--- config.mk ---
export PLATFORM = sky130hd
export DESIGN_NAME = feed_servo_driver
export DESIGN_NICKNAME = d
export VERILOG_FILES = /design/src/rtl/feed_servo_driver_pkg.sv /design/src/rtl/feed_servo_driver_pwm_gen.sv /design/src/rtl/feed_servo_driver.sv
export SDC_FILE = /design/constraint.sdc
export NUM_CORES = 1
export LEC_CHECK = 0
export ABC_AREA = 1
export BUFFER_PORTS_ARGS = -buffer_cell sky130_fd_sc_hd__buf_2
export CORE_MARGIN = 2
export CORE_UTILIZATION = 40
export DETAILED_ROUTE_END_ITERATION = 10
export GPL_TIMING_DRIVEN = 0
export SLEW_MARGIN = 20
export SYNTH_ARGS = -nofsm -noshare
export SYNTH_HDL_FRONTEND = slang
export SYNTH_HIERARCHICAL = 1
export SYNTH_SLANG_ARGS = --single-unit
--- constraint.sdc ---
create_clock -name clock -period 5.23 [get_ports clock]
set_input_delay 0.2615 -clock clock [delete_from_list [all_inputs] [get_ports clock]]
set_output_delay 0.2615 -clock clock [all_outputs]
set_load 0.005 [all_outputs]
--- src/rtl/feed_servo_driver_pkg.sv ---
// Shared types and constants for the feeder servo driver: FSM states,
// status codes written back to the CPU, and default timing values.
package feed_servo_driver_pkg;

    typedef enum logic [1:0] {
        ST_IDLE,
        ST_OPEN,
        ST_CLOSE,
        ST_REPORT
    } state_e;

    localparam logic [31:0] DONE_OK    = 32'd1;
    localparam logic [31:0] DONE_ZERO  = 32'd2;
    localparam logic [31:0] DONE_ABORT = 32'd3;

    localparam logic [4:0] DONE_REG_IDX = 5'd27;

    localparam int DEF_PWM_PERIOD_CYCLES = 2_000_000;
    localparam int DEF_PULSE_OPEN        = 200_000;
    localparam int DEF_PULSE_CLOSED      = 100_000;
    localparam int DEF_TICK_CYCLES       = 100_000_000;
    localparam int DEF_SETTLE_FRAMES     = 25;
    localparam int DEF_MAX_DURATION      = 3600;

    function automatic logic [31:0] clamp_duration(input logic [31:0] value,
                                                   input logic [31:0] limit);
        return (value > limit) ? limit : value;
    endfunction

endpackage

--- src/rtl/feed_servo_driver_pwm_gen.sv ---
// Free-running servo frame generator. The pulse width is only taken from
// target_width at a frame boundary, so a pulse is never cut short.
module servo_pwm_gen #(
    parameter int PERIOD_CYCLES = 2_000_000,
    parameter int RESET_WIDTH   = 100_000,
    parameter int CNT_W         = $clog2(PERIOD_CYCLES)
) (
    input  logic             clock,
    input  logic             reset,
    input  logic [CNT_W-1:0] target_width,
    output logic             motor_pwm,
    output logic             frame_wrap
);

    logic [CNT_W-1:0] frame_cnt_q, frame_cnt_d;
    logic [CNT_W-1:0] active_width_q, active_width_d;
    logic             pwm_q, pwm_d;

    always_comb begin
        frame_wrap     = (frame_cnt_q == CNT_W'(PERIOD_CYCLES - 1));
        frame_cnt_d    = frame_wrap ? '0 : frame_cnt_q + 1'b1;
        active_width_d = frame_wrap ? target_width : active_width_q;
        pwm_d          = (frame_cnt_q < active_width_q);
    end

    always_ff @(posedge clock) begin
        if (reset) begin
            frame_cnt_q    <= '0;
            active_width_q <= CNT_W'(RESET_WIDTH);
            pwm_q          <= 1'b0;
        end else begin
            frame_cnt_q    <= frame_cnt_d;
            active_width_q <= active_width_d;
            pwm_q          <= pwm_d;
        end
    end

    assign motor_pwm = pwm_q;

endmodule

--- src/rtl/feed_servo_driver.sv ---
// Feeder servo controller: accepts a feed on a rising feedReq edge, holds the
// servo open for the requested seconds, settles closed, then reports status.
module feed_servo_driver
    import feed_servo_driver_pkg::*;
#(
    parameter int PWM_PERIOD_CYCLES = DEF_PWM_PERIOD_CYCLES,
    parameter int PULSE_OPEN        = DEF_PULSE_OPEN,
    parameter int PULSE_CLOSED      = DEF_PULSE_CLOSED,
    parameter int TICK_CYCLES       = DEF_TICK_CYCLES,
    parameter int SETTLE_FRAMES     = DEF_SETTLE_FRAMES,
    parameter int MAX_DURATION      = DEF_MAX_DURATION,
    parameter int DONE_REG          = int'(DONE_REG_IDX)
) (
    input  logic        clock,
    input  logic        reset,
    input  logic        feedReq,
    input  logic [31:0] duration,
    input  logic        buttonWrite,
    output logic        motorPWM,
    output logic        busy,
    output logic        doneWrite,
    output logic [4:0]  doneReg,
    output logic [31:0] doneData
);

    localparam int PWM_W    = $clog2(PWM_PERIOD_CYCLES);
    localparam int TICK_W   = $clog2(TICK_CYCLES);
    localparam int SETTLE_W = $clog2(SETTLE_FRAMES + 1);

    state_e              state_q, state_d;
    logic                feed_req_q, feed_req_d;
    logic                armed_q, armed_d;
    logic [31:0]         remaining_q, remaining_d;
    logic [TICK_W-1:0]   tick_q, tick_d;
    logic [SETTLE_W-1:0] settle_q, settle_d;
    logic [31:0]         code_q, code_d;
    logic [31:0]         done_data_q, done_data_d;

    logic [PWM_W-1:0]    target_width;
    logic                frame_wrap;
    logic                feed_rise;
    logic [31:0]         latched;

    servo_pwm_gen #(
        .PERIOD_CYCLES (PWM_PERIOD_CYCLES),
        .RESET_WIDTH   (PULSE_CLOSED),
        .CNT_W         (PWM_W)
    ) u_pwm (
        .clock        (clock),
        .reset        (reset),
        .target_width (target_width),
        .motor_pwm    (motorPWM),
        .frame_wrap   (frame_wrap)
    );

    // armed_q blanks the first cycle after reset so a level already high at
    // release is not mistaken for a new request.
    always_comb begin
        state_d      = state_q;
        feed_req_d   = feedReq;
        armed_d      = 1'b1;
        remaining_d  = remaining_q;
        tick_d       = tick_q;
        settle_d     = settle_q;
        code_d       = code_q;
        done_data_d  = done_data_q;
        doneWrite    = 1'b0;
        feed_rise    = feedReq & ~feed_req_q & armed_q;
        latched      = clamp_duration(duration, 32'(MAX_DURATION));
        target_width = (state_q == ST_OPEN) ? PWM_W'(PULSE_OPEN) : PWM_W'(PULSE_CLOSED);

        case (state_q)
            ST_IDLE: begin
                if (feed_rise) begin
                    remaining_d = latched;
                    if (latched == 32'd0) begin
                        code_d  = DONE_ZERO;
                        state_d = ST_REPORT;
                    end else begin
                        tick_d  = '0;
                        state_d = ST_OPEN;
                    end
                end
            end
            ST_OPEN: begin
                if (!feedReq) begin
                    code_d   = DONE_ABORT;
                    settle_d = '0;
                    state_d  = ST_CLOSE;
                end else if (tick_q == TICK_W'(TICK_CYCLES - 1)) begin
                    tick_d      = '0;
                    remaining_d = remaining_q - 32'd1;
                    if (remaining_q == 32'd1) begin
                        code_d   = DONE_OK;
                        settle_d = '0;
                        state_d  = ST_CLOSE;
                    end
                end else begin
                    tick_d = tick_q + 1'b1;
                end
            end
            ST_CLOSE: begin
                if (frame_wrap) begin
                    if (settle_q == SETTLE_W'(SETTLE_FRAMES - 1)) begin
                        state_d = ST_REPORT;
                    end else begin
                        settle_d = settle_q + 1'b1;
                    end
                end
            end
            ST_REPORT: begin
                // The button controller always owns the write port first.
                if (!buttonWrite && !reset) begin
                    doneWrite   = 1'b1;
                    done_data_d = code_q;
                    state_d     = ST_IDLE;
                end
            end
            default: state_d = ST_IDLE;
        endcase
    end

    always_ff @(posedge clock) begin
        if (reset) begin
            state_q     <= ST_IDLE;
            feed_req_q  <= 1'b0;
            armed_q     <= 1'b0;
            remaining_q <= '0;
            tick_q      <= '0;
            settle_q    <= '0;
            code_q      <= '0;
            done_data_q <= '0;
        end else begin
            state_q     <= state_d;
            feed_req_q  <= feed_req_d;
            armed_q     <= armed_d;
            remaining_q <= remaining_d;
            tick_q      <= tick_d;
            settle_q    <= settle_d;
            code_q      <= code_d;
            done_data_q <= done_data_d;
        end
    end

    assign busy     = (state_q != ST_IDLE);
    assign doneReg  = 5'(DONE_REG);
    assign doneData = doneWrite ? code_q : done_data_q;

endmodule

---- Yosys cells after proc, flatten, opt, wreduce, memory -nomap -nowiden ----
Index checks and enable logic that the tools add are counted.
Widths: inputs -> output; s select.
word-level totals
  bits in registers ....................... 175
  bits of input ports ..................... 36
  output and inout port bits .............. 40
  word-level logic and storage cells ...... 89
operators by class
  add/subtract/negate cells ............... 4
  order comparisons ....................... 2
  eq/ne operators ......................... 18
  muxes and demuxes ....................... 36
  bitwise operators ....................... 3
  reductions and logical operators ........ 15
operator list
  operator               count
  $mux 32                10
  $pmux 32 s2            2
  $mux 27                4
  $pmux 27 s2            1
  $eq 32x1->1 const B    1
  $gt 32x12->1 const B   1
  $logic_not 32->1       1
  $sub 32x1->32 const B  1
  $add 27x1->27 const B  1
  $eq 27x27->1 const B   1
  $mux 5                 5
  $add 21x1->21 const B  1
  $eq 21x21->1 const B   1
  $lt 21x21->1           1
  $mux 18                1
  $mux 2                 8
  $ne 2x2->1 const B     8
  $pmux 5 s2             1
  $reduce_and 5->1       2
  $pmux 2 s4             1
  $reduce_and 4->1       2
  $ne 3x2->1 const B     2
  $reduce_and 6->1       1
  $reduce_bool 2->1      3
  other kinds (13)       18

---- Depth between registers and ports, before layout ----
Gate-level depths: netlist (run 1).
  depth in word-level cells ............... 6
  depth in mapped cells ................... 14
  mapped depth without buffers ............ 13

---- Cells and area by module ----
Netlist (run 1), hierarchy kept.
modules (own cells, without submodules)
  module             times used  cells each  area each (µm²)  seq. area each (µm²)
  feed_servo_driver  1           880         5358.9           1441.4
  servo_pwm_gen      1           381         2573.7           860.8

---- Worst setup path before layout (run 1) ----
OpenSTA, ideal clock, no wires.
  path kind ............................... register to register
  start point ............................. register tick_q[0]
  end point ............................... register remaining_q[3]
  library setup time ...................... 0.132 ns
  data arrival time ....................... 1.721 ns
  data required time ...................... 5.098 ns
  path slack .............................. 3.377 ns
  cell stages (with the launch flop) ...... 12
  buffers on the path ..................... 1
  clock period less this slack ............ 1.853 ns
  cell sequence ........................... dfxtp_1 > ha_1 > inv_2 > nor2_4 > nand2_2 > nor2_2 > nand4_2 > nand2_4 > nand2_4 > buf_2 > o21ai_0 > a21oi_1
on the way
  cells in the longest elaborated chain, start to end .. 3
ends and longest elaborated chain
  what                        line                      RTL
  start: declaration          feed_servo_driver.sv:34   logic [TICK_W-1:0] tick_q, tick_d;
  start signal: assignment    feed_servo_driver.sv:138  tick_q <= tick_d;
  $eq 27x27->1                feed_servo_driver.sv:90   end else if (tick_q == TICK_W'(TICK_CYCLES - 1)) begin
  $ne 2x1->1 (no line)        n/a
  $reduce_and 4->1 (no line)  n/a
  end signal: assignment      feed_servo_driver.sv:137  remaining_q <= remaining_d;
  end: declaration            feed_servo_driver.sv:33   logic [31:0] remaining_q, remaining_d;
Every way passes these cells.
A chain may end at the register's enable or synchronous reset.

---- Worst setup path in the final report (run 1) ----
  start point ............................. register tick_q[0]
  end point ............................... register tick_q[1]
on the way
  cells in the longest elaborated chain, start to end .. 4
  elaborated cells between the ends (all ways) .. 5
  classes of those cells .................. 1 x add/sub; 1 x eq/ne; 3 x mux
ends and longest elaborated chain
  what                                                  line                                              RTL
  $add 27x1->27 / $eq 27x27->1 (equally long branches)  feed_servo_driver.sv:99, feed_servo_driver.sv:90
  $mux 27 (*)                                           feed_servo_driver.sv:90
  $mux 27 (*)                                           feed_servo_driver.sv:86                           if (!feedReq) begin
  $pmux 27 s2 (*)                                       feed_servo_driver.sv:72                           case (state_q)
Every way passes the cells marked *; elsewhere a longest branch is shown, timed or not. The select of a mux whose other input is x is not followed.

==> results of run 1 <==
==> layer usage <==
layer / track usage (%) / vias up / wire, um
met1: 27.9 / 3537 / 10500
li1: - / 4149 / -
met2: 35.3 / 144 / 9650
met3: 3.98 / 32 / 794
met4: 6.18 / 0 / 350
met5: 0 / - / 0
==> per-stage QoR <==
step	hold slack, ns	std cells	setup slack, ns	instance area, sq um
global route	0.128	1644	2.67	9230
finish	0.112	1644	2.87	9230
CTS	0.103	1644	2.84	9230
detailed placement	0.457	1612	2.89	8640
floorplan	0.386	1307	3.38	8110
global placement	0.454	1612	2.91	8640
==> power by group <==
group	internal, mW	switching, mW
combinational	0.668	1.31
clock	0.727	0.449
sequential	0.987	0.119
total	2.38	1.87
==> flip-flops by register name, indices dropped and copies added, names as in the netlist <==
register	cells
remaining_q	32
tick_q	27
u_pwm/active_width_q	21
u_pwm/frame_cnt_q	21
settle_q	5
code_q	2
done_data_q	2
state_q	2
armed_q	1
feed_req_q	1
u_pwm/motor_pwm	1
==> cell usage after synthesis (2+ instances only) <==
| library cell | n | area (sq um) |
|---|---|---|
| nor3_1 | 8 | 40.0 |
| a21oi_1 | 83 | 415 |
| o21ai_1 | 6 | 30.0 |
| conb_1 | 2 | 7.51 |
| o211ai_1 | 4 | 30.0 |
| nand4_1 | 23 | 144 |
| dfxtp_1 | 115 | 2300 |
| buf_2 | 10 | 50.1 |
| buf_1 | 4 | 15.0 |
| nor2_4 | 7 | 78.8 |
| buf_4 | 37 | 278 |
| nand2_4 | 4 | 45.0 |
| nand3b_1 | 18 | 135 |
| nor2_1 | 251 | 942 |
| nand3_1 | 98 | 490 |
| inv_1 | 115 | 432 |
| o31ai_1 | 3 | 22.5 |
| o21bai_1 | 3 | 22.5 |
| xnor2_1 | 18 | 158 |
| clkbuf_1 | 14 | 52.6 |
| a211oi_2 | 2 | 25.0 |
| a21o_1 | 2 | 15.0 |
| o21ai_0 | 35 | 175 |
| or2_2 | 3 | 18.8 |
| nor2_2 | 8 | 50.1 |
| buf_6 | 9 | 101 |
| ha_1 | 30 | 375 |
| inv_2 | 5 | 18.8 |
| nor4_1 | 3 | 18.8 |
| nand2_2 | 3 | 18.8 |
| nand2_1 | 308 | 1160 |
| nor3b_1 | 3 | 22.5 |
| xor2_1 | 20 | 175 |
==> worst paths after layout <==
path	from	endpoint	slack [ns]	cells past startpoint
worst max register to register	tick_q[0]	tick_q[1]	2.87	11
worst min-delay path	duration[1]	remaining_q[1]	0.11	3
worst max-delay path	tick_q[0]	tick_q[1]	2.87	11
worst min register to register	u_pwm/active_width_q[16]	u_pwm/active_width_q[16]	0.47	2
==> worst min-delay path: stages <==
cell	delay [ns]
buf_2	0.10
nand3_1	0.07
a21oi_1	0.06
==> final cells by class <==
| type | instances | area (sq um) |
|---|---|---|
| Buffer | 74 | 497 |
| Multi-Input combinational cell | 997 | 4850 |
| Sequential cell | 115 | 2300 |
| Timing Repair Buffer | 40 | 200 |
| Inverter | 121 | 459 |
| Fill cell | 2045 | 10200 |
| Clock buffer | 21 | 460 |
| Tap cell | 265 | 332 |
| Clock inverter | 11 | 129 |
==> logic make-up after synthesis <==
family                     Yosys count
other                                2
DFF                                115
xor gates and xnor gates            38
adders and majority gates           30
AOI/OAI and AO/OA                  139
and+or+nand+nor                    742
buffers and inverters              195
==> out/results.tsv, run 1 <==
metric	value	unit
drt_iter0_markers	393	
io_pins	76	
cts_tree	done	
p_per_area	461	nW/um^2
ctsResizeCount	0	
critPathArrivalTime	2.65	ns
synth_cell_type_count	40	
maxSlewViolCount	0	
netlist_area	7930	sq um
required	5.52	ns
gp_congestion	0.908	
yosys.area_share.xor_xnor	4.20	%
synth_seq_area_share	29.0	%
tightestPinTransition	0.715	ns
synth_seq_cells	115	
worstPathMaxFanout	10	
finalSetupTns	0	ns
clock_latency	0.43	ns
synth-simple-area-share	40.6	%
wl_per_cell	12.9	um
place_hpwl	16200	um
cts_setup_buffers	0	
hold_class	input pin to flop	
most-common-layout-cells	308 x nand2_1, 251 x nor2_1, 115 x inv_1, 115 x dfxtp_1, 98 x nand3_1	
worst_setup_path_end_kind	flop	
leakagePower	3.80	nW
period_share	45.1	%
core_area	19500	sq um
cts_buffer_depth	2	
period_needed	2.36	ns
setup_viol	0	
antenna_left	0	
grt_pass1_wl	35100	um
total_power	4.26	mW
cp_num_buf_inv	2	
vias_per_cell	4.78	
ir_worst_vdd	0.000380	V
grt_antenna_before_repair	0	
max_stage_delay	0.49	ns
track_usage	21.2	%
antenna_cells	0	
criticalPathCategory	flop to flop	
fin_skew	0.00961	ns
drc	0	
die_y	145	um
die_area	21000	sq um
timing.slew.headroom	52.4	%
cp_slowest_cell	dfxtp_1	
synth_compound_area_share	9.35	%
critPathTopFamily	simple AND/OR/NAND/NOR gates	
rows	51	
ys_async_sr_fraction	0	%
rsz0062_at_grt	false	
root_buffer	clkbuf_16	
avgSynthCellArea	6.29	sq um
initial_core_util	40.8	%
htree_levels	4	
max_cap_violations	0	
synthToLayoutAreaGrowth	16.3	%
synth_top_family_by_area	simple AND/OR/NAND/NOR gates	
overflow	0	
drive_above_1_share	11.7	%
startpoint_type	flop	
final_common_cell	nand2_1	
fmax	424	MHz
die_width	145	um
via_count	7862	
synth_flop_cell	dfxtp_1	
cp_common_cell	nor2_1	
synthAdderAreaFrac	4.73	%
finalWirelength	21200	um
port_buffers	40	
final_util	47.4	%
path_clk_slew	0.06	ns
ctsHoldBuffers	0	
grt_pass1_vias	7207	
firstDrtPassIters	5	
hold_violations	0	
cts_buffers	17	
synthCells	1261	
synth-warning-count	6	
grt_max_degree	17	
synth.area.mux_share	0	%
status	finished clean	
synth_edf_count	0	
clkSinkCount	115	
fin_nets	1432	
crit_chain	ha_1, inv_2, nor2_4, nand2_2, nor2_1, nand2_1, buf_2, nand2_1, nor2_1, o21ai_0, nor2_1	
(Power assumes the default switching activity.)
==> run 2: changes to the inputs <==
==> constraint.sdc (replaced) <==
create_clock -name clock -period 2.1 [get_ports clock]
set_input_delay 0.105 -clock clock [delete_from_list [all_inputs] [get_ports clock]]
set_output_delay 0.105 -clock clock [all_outputs]
set_load 0.005 [all_outputs]
==> run 2 against run 1 <==
Against the previous run: cell area increased by 2.3%; sequential share of layout area decreased by 0.42 points; critical path depth decreased by 1; worst setup slack got worse by 2.7 ns; clock skew increased by 0.0015 ns; non-clock buffer count increased by 12; largest power group unchanged; combinational power increased to 2.6 times the previous value.
==> out/results.tsv, run 2 (synthesis gave the netlist of run 1 again) <==
metric	value	unit
tightestPinTransition	0.731	ns
cp-startpoint	state_q[1]	
antenna_left	0	
path_depth	10	
vias_per_cell	4.80	
initial_core_util	40.8	%
critPathArrivalTime	2.31	ns
worstPathMaxFanout	10	
p_per_area	1150	nW/um^2
total_power	10.9	mW
finalSetupTns	0	ns
via_count	7947	
p_clk_share	27.0	%
grt_max_degree	17	
leakagePower	3.90	nW
cp_slowest_cell	dfxtp_1	
fmax	510	MHz
cp_common_cell	buf_2	
clock_latency	0.43	ns
hold_class	input pin to flop	
fin_skew	0.0111	ns
p_switching	4.75	mW
p_sw_share	43.7	%
synthToLayoutAreaGrowth	19.0	%
fin_nets	1444	
grt_antenna_before_repair	0	
grt_pass1_wl	35300	um
drt_iter0_markers	406	
firstDrtPassIters	6	
maxSlewViolCount	0	
timing.slew.headroom	51.3	%
setup_viol	0	
wl_per_cell	13.0	um
antenna_cells	0	
critPathTopFamily	buffers and inverters	
cp_num_buf_inv	5	
cts_buffers	17	
most-common-layout-cells	307 x nand2_1, 246 x nor2_1, 112 x inv_1, 109 x dfxtp_1, 98 x nand3_1	
gp_congestion	0.908	
reg2reg_to	remaining_q[7]	
max_stage_delay	0.37	ns
crit_chain	inv_2, ha_2, buf_6, inv_1, buf_2, buf_2, nand3_1, o31ai_1, nand2_1, a21oi_1	
cts_buffer_depth	2	
die_area	21000	sq um
combPwrFrac	47.4	%
ir_worst_vdd	0.000940	V
track_usage	21.3	%
period_share	93.4	%
finalWirelength	21500	um
worst_setup_path_end_kind	flop	
path_clk_slew	0.06	ns
root_buffer	clkbuf_16	
cts_tree	done	
clkSinkCount	115	
cp-endpoint	remaining_q[7]	
final_common_cell	nand2_1	
seq_power_share	25.6	%
rows	51	
period_needed	1.96	ns
criticalPathCategory	flop to flop	
core_area	19500	sq um
timing.rr.start	state_q[1]	
startpoint_type	flop	
htree_levels	4	
required	2.45	ns
overflow	0	
port_buffers	40	
die_width	145	um
io_pins	76	
reg_top3	remaining_q x32, tick_q x27	
regMostFlops	remaining_q	
largest_register_ffs	32	
hold_violations	0	
place_hpwl	16200	um
grt_pass1_vias	7237	
drc	0	
status	finished clean	
max_cap_violations	0	
intPower	6.11	mW
drive_above_1_share	14.3	%
r2r_cells	10	
fin_hold_ws	0.0507	ns
reg2reg_slack	0.14	ns
die_y	145	um
## run 2: changes by cell type in the layout (fill, tap and decap cells not counted), moves of 4 or more
cell     before  now
ha_1         30   25
nor2_1      251  246
dfxtp_1     115  109
dfxtp_2       0    4
nor2_2        8   12
buf_4        37   46
## run 2: worst reg2reg max path, cell delays in order, from the launching register on
cell     delay, ns
dfxtp_1       0.37
inv_2         0.07
ha_2          0.21
buf_6         0.15
inv_1         0.07
buf_2         0.29
buf_2         0.33
nand3_1       0.13
o31ai_1       0.08
nand2_1       0.07
a21oi_1       0.12
## run 2: how the worst min path moves through the flow
stage	startpoint	end	slack [ns]	cells after the start
final	reset	u_pwm/active_width_q[20]	0.05	4
after global routing	duration[6]	remaining_q[6]	0.07	5
after CTS	reset	u_pwm/active_width_q[20]	0.04	4
after detailed placement	feedReq	feed_req_q	0.39	3
after global placement	feedReq	feed_req_q	0.38	3
after floorplan	feedReq	feed_req_q	0.23	2
## run 2: metrics by stage
stage / instance area, sq um / util [%] / instances / setup WS (ns)
global placement: 8640 / 44.4 / 1612 / -0.218
global route: 9440 / 48.5 / 1656 / -0.00498
CTS: 9310 / 47.8 / 1647 / -0.00246
finish: 9440 / 48.5 / 1656 / 0.139
floorplan: 8110 / - / 1307 / 0.247
detailed placement: 8640 / 44.4 / 1612 / -0.236
## run 2: power groups by stage
| stage | Combinational [mW] | Sequential [mW] | Clock [mW] |
|---|---|---|---|
| after floorplan | 3.72 | 2.70 | 0 |
| after global placement | 4.86 | 2.78 | 0 |
| after detailed placement | 4.88 | 2.79 | 0 |
| after CTS | 4.94 | 2.76 | 2.98 |
| after global routing | 5.80 | 2.81 | 3.08 |
| final | 5.15 | 2.78 | 2.93 |
## run 2: metal layers
| layer | vias up | global-route usage [%] | routed length [um] | share of wire (%) |
|---|---|---|---|---|
| li1 | 4185 | - | - | - |
| met1 | 3576 | 28.0 | 10400 | 48 |
| met2 | 155 | 35.5 | 9810 | 46 |
| met3 | 31 | 3.98 | 982 | 4.6 |
| met4 | 0 | 6.18 | 347 | 1.6 |
| met5 | - | 0 | 0 | 0 |
## run 2: layout make-up
type / instances / area, sq um
plain buffers: 74 / 519
fillers: 2023 / 10000
multi-input cells: 997 / 4920
flip-flops and latches: 115 / 2310
inverters: 121 / 462
clock buffers: 21 / 460
clock inverters: 11 / 129
well taps: 265 / 332
repair buffers: 52 / 295
## run 2: timing repair
action / in CTS / in global routing
hold buffers: 3 / 0
setup buffers: 0 / 8
resized for setup: 16 / 30
cloned: 0 / 1
endpoints found under the hold margin: 3 / 0
endpoints found under the setup margin: 69 / 69
pin swaps: 1 / 8
